## src/rtl/board_vga_renderer.sv

```systemverilog
`default_nettype none
// ---------------------------------------------------------------------------
// board_vga_renderer - 2-stage VGA renderer for a grid-game board with
// winning-piece flash and drop animation.                       Rev 1.0
// ---------------------------------------------------------------------------
module board_vga_renderer #(
  parameter int ROWS         = 8,
  parameter int COLS         = 8,
  parameter int CELL_LOG2    = 5,
  parameter int BOARD_X      = 192,
  parameter int BOARD_Y      = 112,
  parameter int CURSOR_GAP   = 16,
  parameter int FLASH_FRAMES = 30,
  parameter int ANIM_STEP    = 4
) (
  input  logic                     clk_25MHz,
  input  logic                     rst_n,
  input  logic [9:0]               x_count,
  input  logic [9:0]               y_count,
  input  logic                     hsync_in,
  input  logic                     vsync_in,
  input  logic                     frame_start,
  output logic [$clog2(ROWS)-1:0]  rd_row,
  output logic [$clog2(COLS)-1:0]  rd_col,
  input  logic [1:0]               rd_piece,
  input  logic                     rd_winning,
  input  logic [$clog2(COLS)-1:0]  current_col,
  input  logic [1:0]               current_player,
  input  logic [1:0]               winner,
  input  logic                     anim_start,
  input  logic [$clog2(COLS)-1:0]  anim_col,
  input  logic [$clog2(ROWS)-1:0]  anim_row,
  input  logic [1:0]               anim_player,
  output logic                     anim_busy,
  output logic                     anim_done,
  output logic                     vga_hsync,
  output logic                     vga_vsync,
  output logic [1:0]               vga_r,
  output logic [1:0]               vga_g,
  output logic [1:0]               vga_b
);
  localparam int RW   = $clog2(ROWS);
  localparam int CW   = $clog2(COLS);
  localparam int FW   = $clog2(FLASH_FRAMES + 1);
  localparam int CELL = 1 << CELL_LOG2;
  localparam int DW   = CELL_LOG2 + 1;
  localparam int RAD  = CELL / 2 - 2;

  localparam logic signed [DW-1:0] HALF   = DW'(CELL / 2);
  localparam logic [2*DW:0]        RSQ    = (2*DW+1)'(RAD * RAD);
  localparam logic [9:0]           BX     = 10'(BOARD_X);
  localparam logic [9:0]           BY     = 10'(BOARD_Y);
  localparam logic [9:0]           CUR_Y0 = 10'(BOARD_Y - CURSOR_GAP - CELL);
  localparam logic [9:0]           BW     = 10'(COLS * CELL);
  localparam logic [9:0]           BH     = 10'(ROWS * CELL);
  localparam logic [9:0]           CELLV  = 10'(CELL);

  localparam logic [5:0] C_YEL  = 6'b111100;
  localparam logic [5:0] C_RED  = 6'b110000;
  localparam logic [5:0] C_BG   = 6'b011101;
  localparam logic [5:0] C_BLUE = 6'b000011;

  typedef enum logic [0:0] {S_IDLE = 1'b0, S_FALL = 1'b1} state_t;

  function automatic logic circ_hit(input logic [CELL_LOG2-1:0] px,
                                    input logic [CELL_LOG2-1:0] py);
    logic signed [DW-1:0]   dx, dy;
    logic signed [2*DW-1:0] dxe, dye;
    logic [2*DW-1:0]        sx, sy;
    logic [2*DW:0]          sum;
    dx  = $signed({1'b0, px}) - HALF;
    dy  = $signed({1'b0, py}) - HALF;
    dxe = (2*DW)'(dx);
    dye = (2*DW)'(dy);
    sx  = $unsigned(dxe * dxe);
    sy  = $unsigned(dye * dye);
    sum = {1'b0, sx} + {1'b0, sy};
    return sum <= RSQ;
  endfunction

  function automatic logic [5:0] player_rgb(input logic [1:0] p);
    return (p == 2'b10) ? C_RED : C_YEL;
  endfunction

  state_t          state_q, state_d;
  logic [9:0]      anim_y_q, anim_y_d;
  logic [CW-1:0]   acol_q, acol_d;
  logic [RW-1:0]   arow_q, arow_d;
  logic [1:0]      aplayer_q, aplayer_d;
  logic            done_q, done_d;
  logic [FW-1:0]   fcnt_q, fcnt_d;
  logic            show_q, show_d;

  // Stage 0: address and geometry from the raw pixel position
  logic [9:0] ox, oy, cy, fy;
  logic       in_x, active_d, board_d, hole_d, cur_d, fall_d, acell_d;

  assign ox     = x_count - BX;
  assign oy     = y_count - BY;
  assign cy     = y_count - CUR_Y0;
  assign fy     = oy - anim_y_q;
  assign rd_col = CW'(ox >> CELL_LOG2);
  assign rd_row = RW'(ROWS - 1) - RW'(oy >> CELL_LOG2);

  assign in_x     = ox < BW;
  assign active_d = (x_count < 10'd640) && (y_count < 10'd480);
  assign board_d  = in_x && (oy < BH);
  assign hole_d   = circ_hit(ox[CELL_LOG2-1:0], oy[CELL_LOG2-1:0]);
  assign cur_d    = in_x && (rd_col == current_col) && (cy < CELLV) &&
                    circ_hit(ox[CELL_LOG2-1:0], cy[CELL_LOG2-1:0]);
  assign fall_d   = anim_busy && in_x && (rd_col == acol_q) && (fy < CELLV) &&
                    circ_hit(ox[CELL_LOG2-1:0], fy[CELL_LOG2-1:0]);
  assign acell_d  = anim_busy && (rd_col == acol_q) && (rd_row == arow_q);

  logic active_q, board_q, hole_q, cur_q, fall_q, acell_q;
  logic hs1_q, vs1_q;
  logic [5:0] rgb_q, rgb_d;

  always_comb begin
    logic vis;
    vis   = !(rd_winning && (winner != 2'b00) && !show_q) && !acell_q;
    rgb_d = 6'b000000;
    if (!active_q)                                      rgb_d = 6'b000000;
    else if (fall_q)                                    rgb_d = player_rgb(aplayer_q);
    else if (cur_q && !anim_busy && winner == 2'b00)    rgb_d = player_rgb(current_player);
    else if (board_q && hole_q && vis && rd_piece == 2'b01) rgb_d = C_YEL;
    else if (board_q && hole_q && vis && rd_piece == 2'b10) rgb_d = C_RED;
    else if (board_q && !hole_q)                        rgb_d = C_BLUE;
    else                                                rgb_d = C_BG;
  end

  always_ff @(posedge clk_25MHz or negedge rst_n) begin
    if (!rst_n) begin
      active_q <= 1'b0;
      board_q  <= 1'b0;
      hole_q   <= 1'b0;
      cur_q    <= 1'b0;
      fall_q   <= 1'b0;
      acell_q  <= 1'b0;
      hs1_q    <= 1'b1;
      vs1_q    <= 1'b1;
      rgb_q    <= 6'b000000;
      vga_hsync <= 1'b1;
      vga_vsync <= 1'b1;
    end else begin
      active_q <= active_d;
      board_q  <= board_d;
      hole_q   <= hole_d;
      cur_q    <= cur_d;
      fall_q   <= fall_d;
      acell_q  <= acell_d;
      hs1_q    <= hsync_in;
      vs1_q    <= vsync_in;
      rgb_q    <= rgb_d;
      vga_hsync <= hs1_q;
      vga_vsync <= vs1_q;
    end
  end

  assign vga_r = rgb_q[5:4];
  assign vga_g = rgb_q[3:2];
  assign vga_b = rgb_q[1:0];

  // Flash: half-period of FLASH_FRAMES frames while a winner is shown
  always_comb begin
    fcnt_d = fcnt_q;
    show_d = show_q;
    if (winner == 2'b00) begin
      fcnt_d = '0;
      show_d = 1'b1;
    end else if (frame_start) begin
      if (fcnt_q == FW'(FLASH_FRAMES - 1)) begin
        fcnt_d = '0;
        show_d = !show_q;
      end else begin
        fcnt_d = fcnt_q + FW'(1);
      end
    end
  end

  logic [9:0]  target;
  logic [10:0] step_sum;
  assign target   = 10'(RW'(ROWS - 1) - arow_q) << CELL_LOG2;
  assign step_sum = {1'b0, anim_y_q} + 11'(ANIM_STEP);

  always_comb begin
    state_d   = state_q;
    anim_y_d  = anim_y_q;
    acol_d    = acol_q;
    arow_d    = arow_q;
    aplayer_d = aplayer_q;
    done_d    = 1'b0;
    case (state_q)
      S_IDLE: if (anim_start) begin
        acol_d    = anim_col;
        arow_d    = anim_row;
        aplayer_d = anim_player;
        anim_y_d  = '0;
        state_d   = S_FALL;
      end
      S_FALL: if (frame_start) begin
        if (anim_y_q == target) begin
          done_d  = 1'b1;
          state_d = S_IDLE;
        end else if (step_sum >= {1'b0, target}) begin
          anim_y_d = target;
        end else begin
          anim_y_d = step_sum[9:0];
        end
      end
      default: state_d = S_IDLE;
    endcase
  end

  always_ff @(posedge clk_25MHz or negedge rst_n) begin
    if (!rst_n) begin
      state_q   <= S_IDLE;
      anim_y_q  <= '0;
      acol_q    <= '0;
      arow_q    <= '0;
      aplayer_q <= 2'b00;
      done_q    <= 1'b0;
      fcnt_q    <= '0;
      show_q    <= 1'b1;
    end else begin
      state_q   <= state_d;
      anim_y_q  <= anim_y_d;
      acol_q    <= acol_d;
      arow_q    <= arow_d;
      aplayer_q <= aplayer_d;
      done_q    <= done_d;
      fcnt_q    <= fcnt_d;
      show_q    <= show_d;
    end
  end

  assign anim_busy = (state_q == S_FALL);
  assign anim_done = done_q;

endmodule
`default_nettype wire
```

## config.mk

```make
export PLATFORM = sky130hd
export DESIGN_NAME = board_vga_renderer
export DESIGN_NICKNAME = d
export VERILOG_FILES = /design/src/rtl/board_vga_renderer.sv
export SDC_FILE = /design/constraint.sdc
export NUM_CORES = 1
export LEC_CHECK = 0
export ABC_AREA = 1
export BUFFER_PORTS_ARGS = -buffer_cell sky130_fd_sc_hd__buf_2
export CAP_MARGIN = 10
export CORE_ASPECT_RATIO = 0.9
export CORE_MARGIN = 1
export CORE_UTILIZATION = 40
export DETAILED_ROUTE_END_ITERATION = 10
export GPL_ROUTABILITY_DRIVEN = 1
export HOLD_SLACK_MARGIN = 0.08
export PLACE_DENSITY = 0.65
export SLEW_MARGIN = 0
export SYNTH_ARGS = -nofsm -noshare
export SYNTH_HDL_FRONTEND = slang
export SYNTH_SLANG_ARGS = --single-unit
```

## constraint.sdc

```tcl
create_clock -name clk_25MHz -period 17.07 [get_ports clk_25MHz]
set_clock_uncertainty 0.15 [all_clocks]
set_input_delay 0.8535 -clock clk_25MHz [delete_from_list [all_inputs] [get_ports clk_25MHz]]
set_output_delay 0.8535 -clock clk_25MHz [all_outputs]
set_load 0.01 [all_outputs]
```

* After elaboration in Yosys (flattened, before gate mapping)
Index checks and enable logic that the tools add are counted.
** Storage, ports and cells
- Flip-flop bits (word level) :: 42
- Latch bits :: 0
- RAM bits :: 0
- ROM bits :: 0
- Memories :: 0
** Operators by class
- Add/subtract/negate cells :: 15
- Multipliers :: 4
- Divide/modulo/power cells :: 0
- Order comparisons :: 10
- Equality and inequality tests :: 12
- Shift-type cells :: 0
- Multiplexer cells :: 26
- Bitwise gates (word level) :: 1
- Reduce and logical (&&, ||, !) cells :: 33
** Operator list (count)
- multiplier 6 x 6 -> 12 bit :: 4
- 2-to-1 mux 10 bit :: 4
- adder 12 x 12 -> 13 bit :: 3
- less-or-equal comparator 13 x 8 -> 1 bit, second input constant :: 3
- less-than comparator 10 x 9 -> 1 bit, second input constant :: 3
- 2-to-1 mux 6 bit :: 5
- subtractor 5 x 5 -> 6 bit, second input constant :: 4
- logical AND 1 bit :: 21
- less-than comparator 10 x 6 -> 1 bit, second input constant :: 2
- 2-to-1 mux 5 bit :: 4
- case mux 10 bit (2 select lines) :: 1
- subtractor 10 x 7 -> 10 bit, second input constant :: 2
- adder 10 x 3 -> 11 bit, second input constant :: 1
- >= comparator 11 x 10 -> 1 bit :: 1
- == test 10 bit :: 1
- less-than comparator 10 bit, second input constant :: 1
- subtractor 10 bit :: 1
- subtractor 10 x 8 -> 10 bit, second input constant :: 1
- == test 3 bit :: 3
- 2-to-1 mux 1 bit :: 9
- 2-to-1 mux 4 bit :: 2
- == test 2 bit, second input constant :: 3
- != test 2 bit, second input constant :: 3
- nonzero test 2 bit :: 3
- other kinds (11) :: 16

* Longest topological paths before layout
Gate-level depths: netlist of the first run.
- Word-level depth :: 12
- Depth in mapped cells :: 37

* Worst setup path before layout of the first run
No wires, ideal clock.
- Path kind :: input -> register
- Start :: input y_count[4]
- End :: register fall_q
- Data arrival time :: 6.045 ns
- Data required time :: 16.849 ns
- Setup slack :: 10.803 ns
- Stages :: 31
- Cells stage by stage :: clkbuf_1 -> inv_1 -> ha_1 -> nand4_1 -> and2_4 -> buf_6 -> inv_2 -> nor2_1 -> inv_1 -> fa_1 -> fa_1 -> inv_1 -> fa_1 -> fa_1 -> ha_1 -> a21oi_1 -> o21ai_0 -> nand2_1 -> nand2_1 -> a21oi_1 -> xor2_1 -> ha_1 -> nand2_1 -> inv_1 -> a21oi_1 -> nand3_1 -> nor2_1 -> nand3_1 -> nor2_1 -> nand4_1 -> nor2_1
** On the way
- Cells in the longest elaborated chain, start to end :: 7
- Elaborated cells between the ends (all ways) :: 9
** Ends and longest elaborated chain
- from (decl) :: line 19 : input logic [9:0] y_count,
- subtractor 10 x 7 -> 10 bit (*) :: line 99 : assign oy = y_count - BY;
- subtractor 10 bit (*) :: line 101 : assign fy = oy - anim_y_q;
- subtractor 5 x 5 -> 6 bit :: line 72 : dy = $signed({1'b0, py}) - HALF;
- multiplier 6 x 6 -> 12 bit :: line 76 : sy = $unsigned(dye * dye);
- adder 12 x 12 -> 13 bit :: line 77 : sum = {1'b0, sx} + {1'b0, sy};
- less-or-equal comparator 13 x 8 -> 1 bit :: line 78 : return sum <= RSQ;
- logical AND 1 bit (*) :: line 111 : assign fall_d = anim_busy && in_x && (rd_col == acol_q) && (fy < CELLV) &&
- named net fall_d :: line 96 : logic in_x, active_d, board_d, hole_d, cur_d, fall_d, acell_d;
- to (signal assigned) :: line 150 : fall_q <= fall_d;
- to (decl) :: line 115 : logic active_q, board_q, hole_q, cur_q, fall_q, acell_q;
The timed path passes the listed nets; every way through them passes the cells marked *.
A chain may end at the register's enable or synchronous reset.

* Final worst setup path of the first run
Same ends and word-level chain as after synthesis.

==> impl_metrics.toml, run 1 <==
[sta]
timing.slew.headroom = 0.441
part_of_the_cycle_the_worst_path_needs = 0.386
drv_slew = 0
fin_setup_tns_ns = 0
final_period_minus_worst_setup_slack_ns = 6.59
timing.final.setup_violations = 0
max_freq_mhz = 152
tightest_slew_ns = 0.838
endpoints_failing_hold = 0
setup_repair_after_global_routing_missed_its_margin = "no"

[critical_path]
rr_worst_depth = 31
r2r_setup_slack_ns = 10.91
reg2reg_from = "anim_y_q[2]"
worstSetupEndpoint = "fall_q"
slowest_delay_ns = 0.51
timing.critical_path.required_ns = 17.13
reg_to_reg_endpoint = "fall_q"
criticalPathCategory = "input pin to flop"
setup.worst_path.start_class = "input pin"
worst_setup_path_end_kind = "flop"
worst_path_cell_with_the_longest_stage_delay = "sky130_fd_sc_hd__fa_1"
setup.worst_path.start = "y_count[4]"
worst-endpoint-arrival_ns = 6.65
timing.critical_path.fanout_max = 18

[clock_network]
cts_setup_buffers = 0
clockBufferDepth = 2
cts_buffers = 5
root_buffer = "sky130_fd_sc_hd__clkbuf_16"
clk-insertion-delay-late_ns = 0.28
clkTransAtPathRegs_ns = 0.06
holdBufCountCts = 0
cts_num_sinks = 39
tritoncts_clock_tree = "done"
cts_resized = 0
ctsHtreeMaxLevel = 2

[floorplanning]
die_w_um = 148
initial_utilization = 0.413
coreArea_um2 = 18600
pin_count = 60
die_area_um2 = 19700
chipHeight_um = 133
rows = 47

[status]
status = "finished clean"

[global_route]
first_global_vias = 6128
grt.overflow.total = 0
grt_max_degree = 40
grt_first_pass_wirelength_mm = 29.5
groute.usage.overall = 0.183
grt_antenna_before_repair = 0

[yosys]
synthDistinctLibCells = 47
synthesis.area_um2 = 7680
avgSynthCellArea_um2 = 7.31
synth_fa_ha_area_frac = 0.359
synth-compound-area-share = 0.0792
yosys_register_bits = 39
synthMuxAreaShare = 0.00587
synth-simple-area-share = 0.237
post_synth_inst_count = 1050
synth.yosys.seq_area_share = 0.128
synth_warnings = 0
largest_family_of_logic_cells_by_synthesized_area = "adder cells"
yosys.area_share.xor_xnor = 0.0673
number_of_nets_produced_by_synthesis = 1276

[placement]
place.detailed.hpwl_mm = 14.7
gp_congestion = 0.855
buffer_ports.inserted = 59

[hold_path]
hold_path_depth = 0
timing.hold.worst.class = "flop to flop"

[route]
finalWirelength_mm = 17.1
routed_via_density = 4.78
drtPass1Iterations = 6
number_of_drc_markers_in_iteration_0 = 389
dr_total_vias = 6473
post_drt_wl_per_cell_um = 12.7
final_antenna_net_count = 0
drt_drc_violations_left = 0

[finish]
ratio_of_cells_with_drive_above_1_in_the_final_layout = 0.0983
antenna_cells = 0
finish.net_count = 1334
area_added_between_synthesis_and_finish_pct = 9.10

[flow_run]
timing.max_cap.violations = 0
## sequential cells by signal, indices dropped and copies added, names as in the netlist
signal and cells:
vga_vsync 1, board_q 1, vga_hsync 1, anim_busy 1, acol_q 3, cur_q 1
fcnt_q 5, anim_y_q 8, arow_q 3, show_q 1, aplayer_q 2, hs1_q 1
acell_q 1, anim_done 1, hole_q 1, fall_q 1, vs1_q 1, active_q 1
rgb_q 5
## critical path, delay by kind of cell
family,cells,cell delay (ns)
compound gates,4,0.53
xor+xnor,1,0.14
fa+ha+maj,7,2.97
simple gates,12,1.35
buf+inv,6,0.78
## layer usage
| metal | share of wire | up-vias | GRT usage |
|---|---|---|---|
| li1 | - | 3405 | - |
| met1 | 0.54 | 2916 | 0.285 |
| met2 | 0.41 | 143 | 0.278 |
| met3 | 0.048 | 9 | 0.0195 |
| met4 | 0.0069 | 0 | 0.0200 |
| met5 | 0 | - | 0 |
## final cells by class
type | count | area [um^2]
fillers | 1903 | 10200
multi-input cells | 765 | 5760
flip-flops and latches | 39 | 982
inverters | 238 | 893
well taps | 245 | 307
repair buffers | 59 | 295
clock buffers | 6 | 129
clock inverters | 2 | 12.5
## cells in the final DEF, fill, tap and decap left out, drive strengths merged, types with 4 or more instances in the layout
cell      n
a21oi    54
a31o      4
buf      59
clkbuf    6
dfrtp    34
dfstp     5
fa       64
ha      118
inv     238
mux2      4
nand2   210
nand3    56
nand3b    9
nand4    29
nor2     83
nor3      5
o21ai    29
o21bai    5
or2      13
xnor2    27
xor2     32
## cells in the mapped netlist, drive strengths merged
master  number  area, um^2
xnor2       27         236
nand4       29         181
a221oi       1        8.76
nand3b       9        67.6
o21bai       5        37.5
o21ai       29         145
nor2        83         324
a21oi       54         274
o22ai        2        12.5
inv        238         893
nor4         1        6.26
fa          64        1280
o21a         2        15.0
a31oi        2        12.5
nor3         5        25.0
xor2        32         280
nand3       56         290
and2         3        21.3
mux2         4        45.0
nand2      210         813
a31o         4        35.0
dfstp        5         131
ha         118        1480
buf          4        30.0
dfrtp       34         851
a21boi       3        22.5
nor3b        1        7.51
a21o         2        15.0
clkbuf       4        15.0
or2         13        83.8
a211oi       1        7.51
o211ai       2        15.0
conb         2        7.51
o31ai        1        7.51
## metrics by stage
step                setup slack, ns  utilization  cell area, um^2  cells  hold slack, ns
floorplan                     10.80            -             7680   1050           0.195
global placement              10.42        0.443             8230   1346           0.196
detailed placement            10.22        0.443             8230   1346           0.199
CTS                           10.48        0.451             8370   1354           0.204
global route                   9.99        0.451             8370   1354           0.207
finish                        10.48        0.451             8370   1354           0.203
## cell families after synthesis
family	after synthesis
and+or+nand+nor	410
buffers and inverters	246
AOI/OAI and AO/OA	108
other	2
muxes	4
adders and majority gates	182
DFF	39
xor gates and xnor gates	59
## worst min path at each step
stage / slack (ns) / endpoint / from
5_1_grt: 0.21 / vga_vsync / vs1_q
6_report: 0.20 / vga_vsync / vs1_q
3_5_place_dp: 0.20 / vga_vsync / vs1_q
3_3_place_gp: 0.20 / vga_hsync / hs1_q
4_1_cts: 0.20 / vga_vsync / vs1_q
2_1_floorplan: 0.20 / vga_hsync / hs1_q
Power of run 1 is left out: the tool's default activity adds up to more than one toggle a clock period on the data nets, which glitch-free logic cannot reach.
==> inputs of run 2 (changes only) <==
- ABC_AREA: 1 -> 0
- PLACE_DENSITY: 0.65 -> 0.67
- clock period: 17.07 -> 5.9 ns (I/O delays scaled with it)
==> impl_metrics.toml, run 2 <==
[yosys]
synth_warnings = 0
number_of_nets_produced_by_synthesis = 995
synth.yosys.seq_area_share = 0.142
yosys_register_bits = 39
yosys.area.top_type = "sky130_fd_sc_hd__ha_1"
post_synth_most_frequent_cells = "sky130_fd_sc_hd__inv_1 (125), sky130_fd_sc_hd__ha_1 (118), sky130_fd_sc_hd__fa_1 (64), sky130_fd_sc_hd__nand2_1 (59), sky130_fd_sc_hd__xnor2_1 (58)"
synth-async-reset-ratio = 1.00
post_synth_inst_count = 769
dominant_cell_by_count_in_the_synthesized_netlist = "sky130_fd_sc_hd__inv_1"
synth-edff-count = 0
synthDistinctLibCells = 63
synth.top_cells.by_area = "sky130_fd_sc_hd__ha_1 (21%), sky130_fd_sc_hd__fa_1 (19%), sky130_fd_sc_hd__dfrtp_1 (12%)"
yosys.area.top_type_share = 0.213
synthesis.area_um2 = 6920
synthFlopType = "sky130_fd_sc_hd__dfrtp_1"
avgSynthCellArea_um2 = 9.00

[floorplanning]
pin_count = 60
die_w_um = 141
rows = 45
coreArea_um2 = 16900
initial_utilization = 0.410
chipHeight_um = 127
die_area_um2 = 17800

[global_route]
grt_use_met2 = 0.298
met3_track_demand_over_resource_in_global_routing = 0.0102
grt.overflow.total = 0
grt_antenna_before_repair = 0
groute.layer.met1.usage = 0.255
grt-busiest-layer = "met2"
grt_max_degree = 40
grt_first_pass_wirelength_mm = 25.7
groute.usage.overall = 0.177
first_global_vias = 5492

[critical_path]
timing.critical_path.required_ns = 5.93
slowest_delay_ns = 0.51
worst-endpoint-arrival_ns = 5.92
setup.worst_path.start_class = "flop"
timing.critical_path.fanout_max = 9
worst_path_cell_with_the_longest_stage_delay = "sky130_fd_sc_hd__fa_1"
worst_setup_path_end_kind = "flop"
timing.critical_path.mode_cell = "sky130_fd_sc_hd__fa_1"
criticalPathCategory = "flop to flop"

[finish]
nFillCells = 1629
most_common_library_cell_in_the_layout_ignoring_fill_and_taps = "sky130_fd_sc_hd__inv_1"
ratio_of_cells_with_drive_above_1_in_the_final_layout = 0.200
registers.top_by_ff_count = "anim_y_q"
area_added_between_synthesis_and_finish_pct = 19.2
antenna_cells = 0
fin_cells = 1110
commonest_cells_after_routing_fill_and_taps_aside = "sky130_fd_sc_hd__inv_1 (123), sky130_fd_sc_hd__ha_1 (114), sky130_fd_sc_hd__buf_4 (69)"
finish.net_count = 1124
largest_registers = "anim_y_q x8, fcnt_q x5, rgb_q x5"
largest_register_ff_count = 8

[sta]
timing.final.setup_violations = 0
setup_repair_after_global_routing_missed_its_margin = "yes"
tightest_slew_ns = 0.850
timing.slew.headroom = 0.434
drv_slew = 0
endpoints_failing_hold = 0
max_freq_mhz = 170
final_period_minus_worst_setup_slack_ns = 5.89
part_of_the_cycle_the_worst_path_needs = 0.998

[clock_network]
cts_setup_buffers = 0
clockBufferDepth = 2
cts_num_sinks = 39
ctsHtreeMaxLevel = 2
clk-insertion-delay-late_ns = 0.28
clkTransAtPathRegs_ns = 0.06
root_buffer = "sky130_fd_sc_hd__clkbuf_16"
tritoncts_clock_tree = "done"
cts_buffers = 5

[route]
drtPass1Iterations = 4
finalWirelength_mm = 14.9
routed_via_density = 4.93
final_antenna_net_count = 0
post_drt_wl_per_cell_um = 13.4
drt_drc_violations_left = 0
dr_total_vias = 5470
number_of_drc_markers_in_iteration_0 = 194

[placement]
place.detailed.hpwl_mm = 13.1
post-place-cells = 1097
gp_congestion = 0.852
buffer_ports.inserted = 59

[flow_run]
timing.max_cap.violations = 0

[hold_path]
timing.hold.worst.class = "input pin to flop"

[status]
status = "finished clean"
==> run 2: cell types whose count changed in the layout (fill, tap and decap cells not counted), sizes merged, moves of 13 or more <==
cell / previous run / this run
a21oi: 54 / 37
inv: 238 / 125
nand2: 210 / 60
nor2: 83 / 40
nand4: 29 / 7
xnor2: 27 / 58
buf: 59 / 129
nand3: 56 / 12
nand2b: 0 / 13
==> run 2: layer usage <==
metal	share of wire	up-vias
li1	-	2835
met1	0.51	2530
met2	0.45	92
met3	0.034	13
met4	0.0094	0
met5	0	-
==> run 2: worst max-delay path, delay by kind of cell (launching register included) <==
| family | cells | cell delay [ns] |
|---|---|---|
| DFF | 1 | 0.39 |
| and+or+nand+nor | 6 | 0.56 |
| AOI/OAI and AO/OA | 10 | 1.50 |
| buffers and inverters | 3 | 0.29 |
| adders and majority gates | 7 | 2.61 |
| xor gates and xnor gates | 2 | 0.27 |
==> run 2: metrics by stage <==
| step | utilization | worst slack, ns | cell area, um^2 | hold WS [ns] | TNS [ns] |
|---|---|---|---|---|---|
| 6_report | 0.488 | 0.0118 | 8250 | 0.0863 | 0 |
| 5_1_grt | 0.488 | -0.294 | 8250 | 0.0859 | -0.294 |
| 4_1_cts | 0.487 | -0.0277 | 8230 | 0.0813 | -0.0277 |
| 3_5_place_dp | 0.474 | -0.118 | 8010 | 0.198 | -0.119 |
| 3_3_place_gp | 0.474 | 0.00945 | 8010 | 0.196 | 0 |
| 2_1_floorplan | - | 0.0117 | 6990 | -0.151 | 0 |
==> run 2: area by class of cell <==
type | instances | area, um^2 | area share
sequential | 39 | 982 | 0.119
multi-input combinational | 592 | 5510 | 0.668
inverter | 126 | 473 | 0.0573
clock buffer | 5 | 125 | 0.0152
tap | 211 | 264 | 0.0320
timing repair buffer | 134 | 875 | 0.106
clock inverter | 3 | 20.0 | 0.00243
==> run 2: cell families after synthesis <==
kind of cell	share of synthesized area
simple gates	0.130
mux	0.0128
buf+inv	0.0763
flops	0.142
fa+ha+maj	0.400
xor+xnor	0.109
other cells	0.00109
compound gates	0.128
==> run 2: final timing paths <==
check                       startpoint     endpoint  slack [ns]  cells past startpoint
max                        anim_y_q[2]       fall_q        0.01                     28
min in group asynchronous        rst_n  anim_y_q[9]        0.50                      2
min                         y_count[9]     active_q        0.09                      2
max reg2reg                anim_y_q[2]       fall_q        0.01                     28
min reg2reg                      hs1_q    vga_hsync        0.21                      0
max in group asynchronous        rst_n    fcnt_q[1]        4.56                      2
==> run 2: what timing repair did <==
item,CTS,global route
endpoints found under the hold margin,37,0
hold buffers,5,0
setup endpoints to repair,1,2
gates resized for setup,5,5
pin swaps,2,0
Power of run 2 is left out for the same reason.
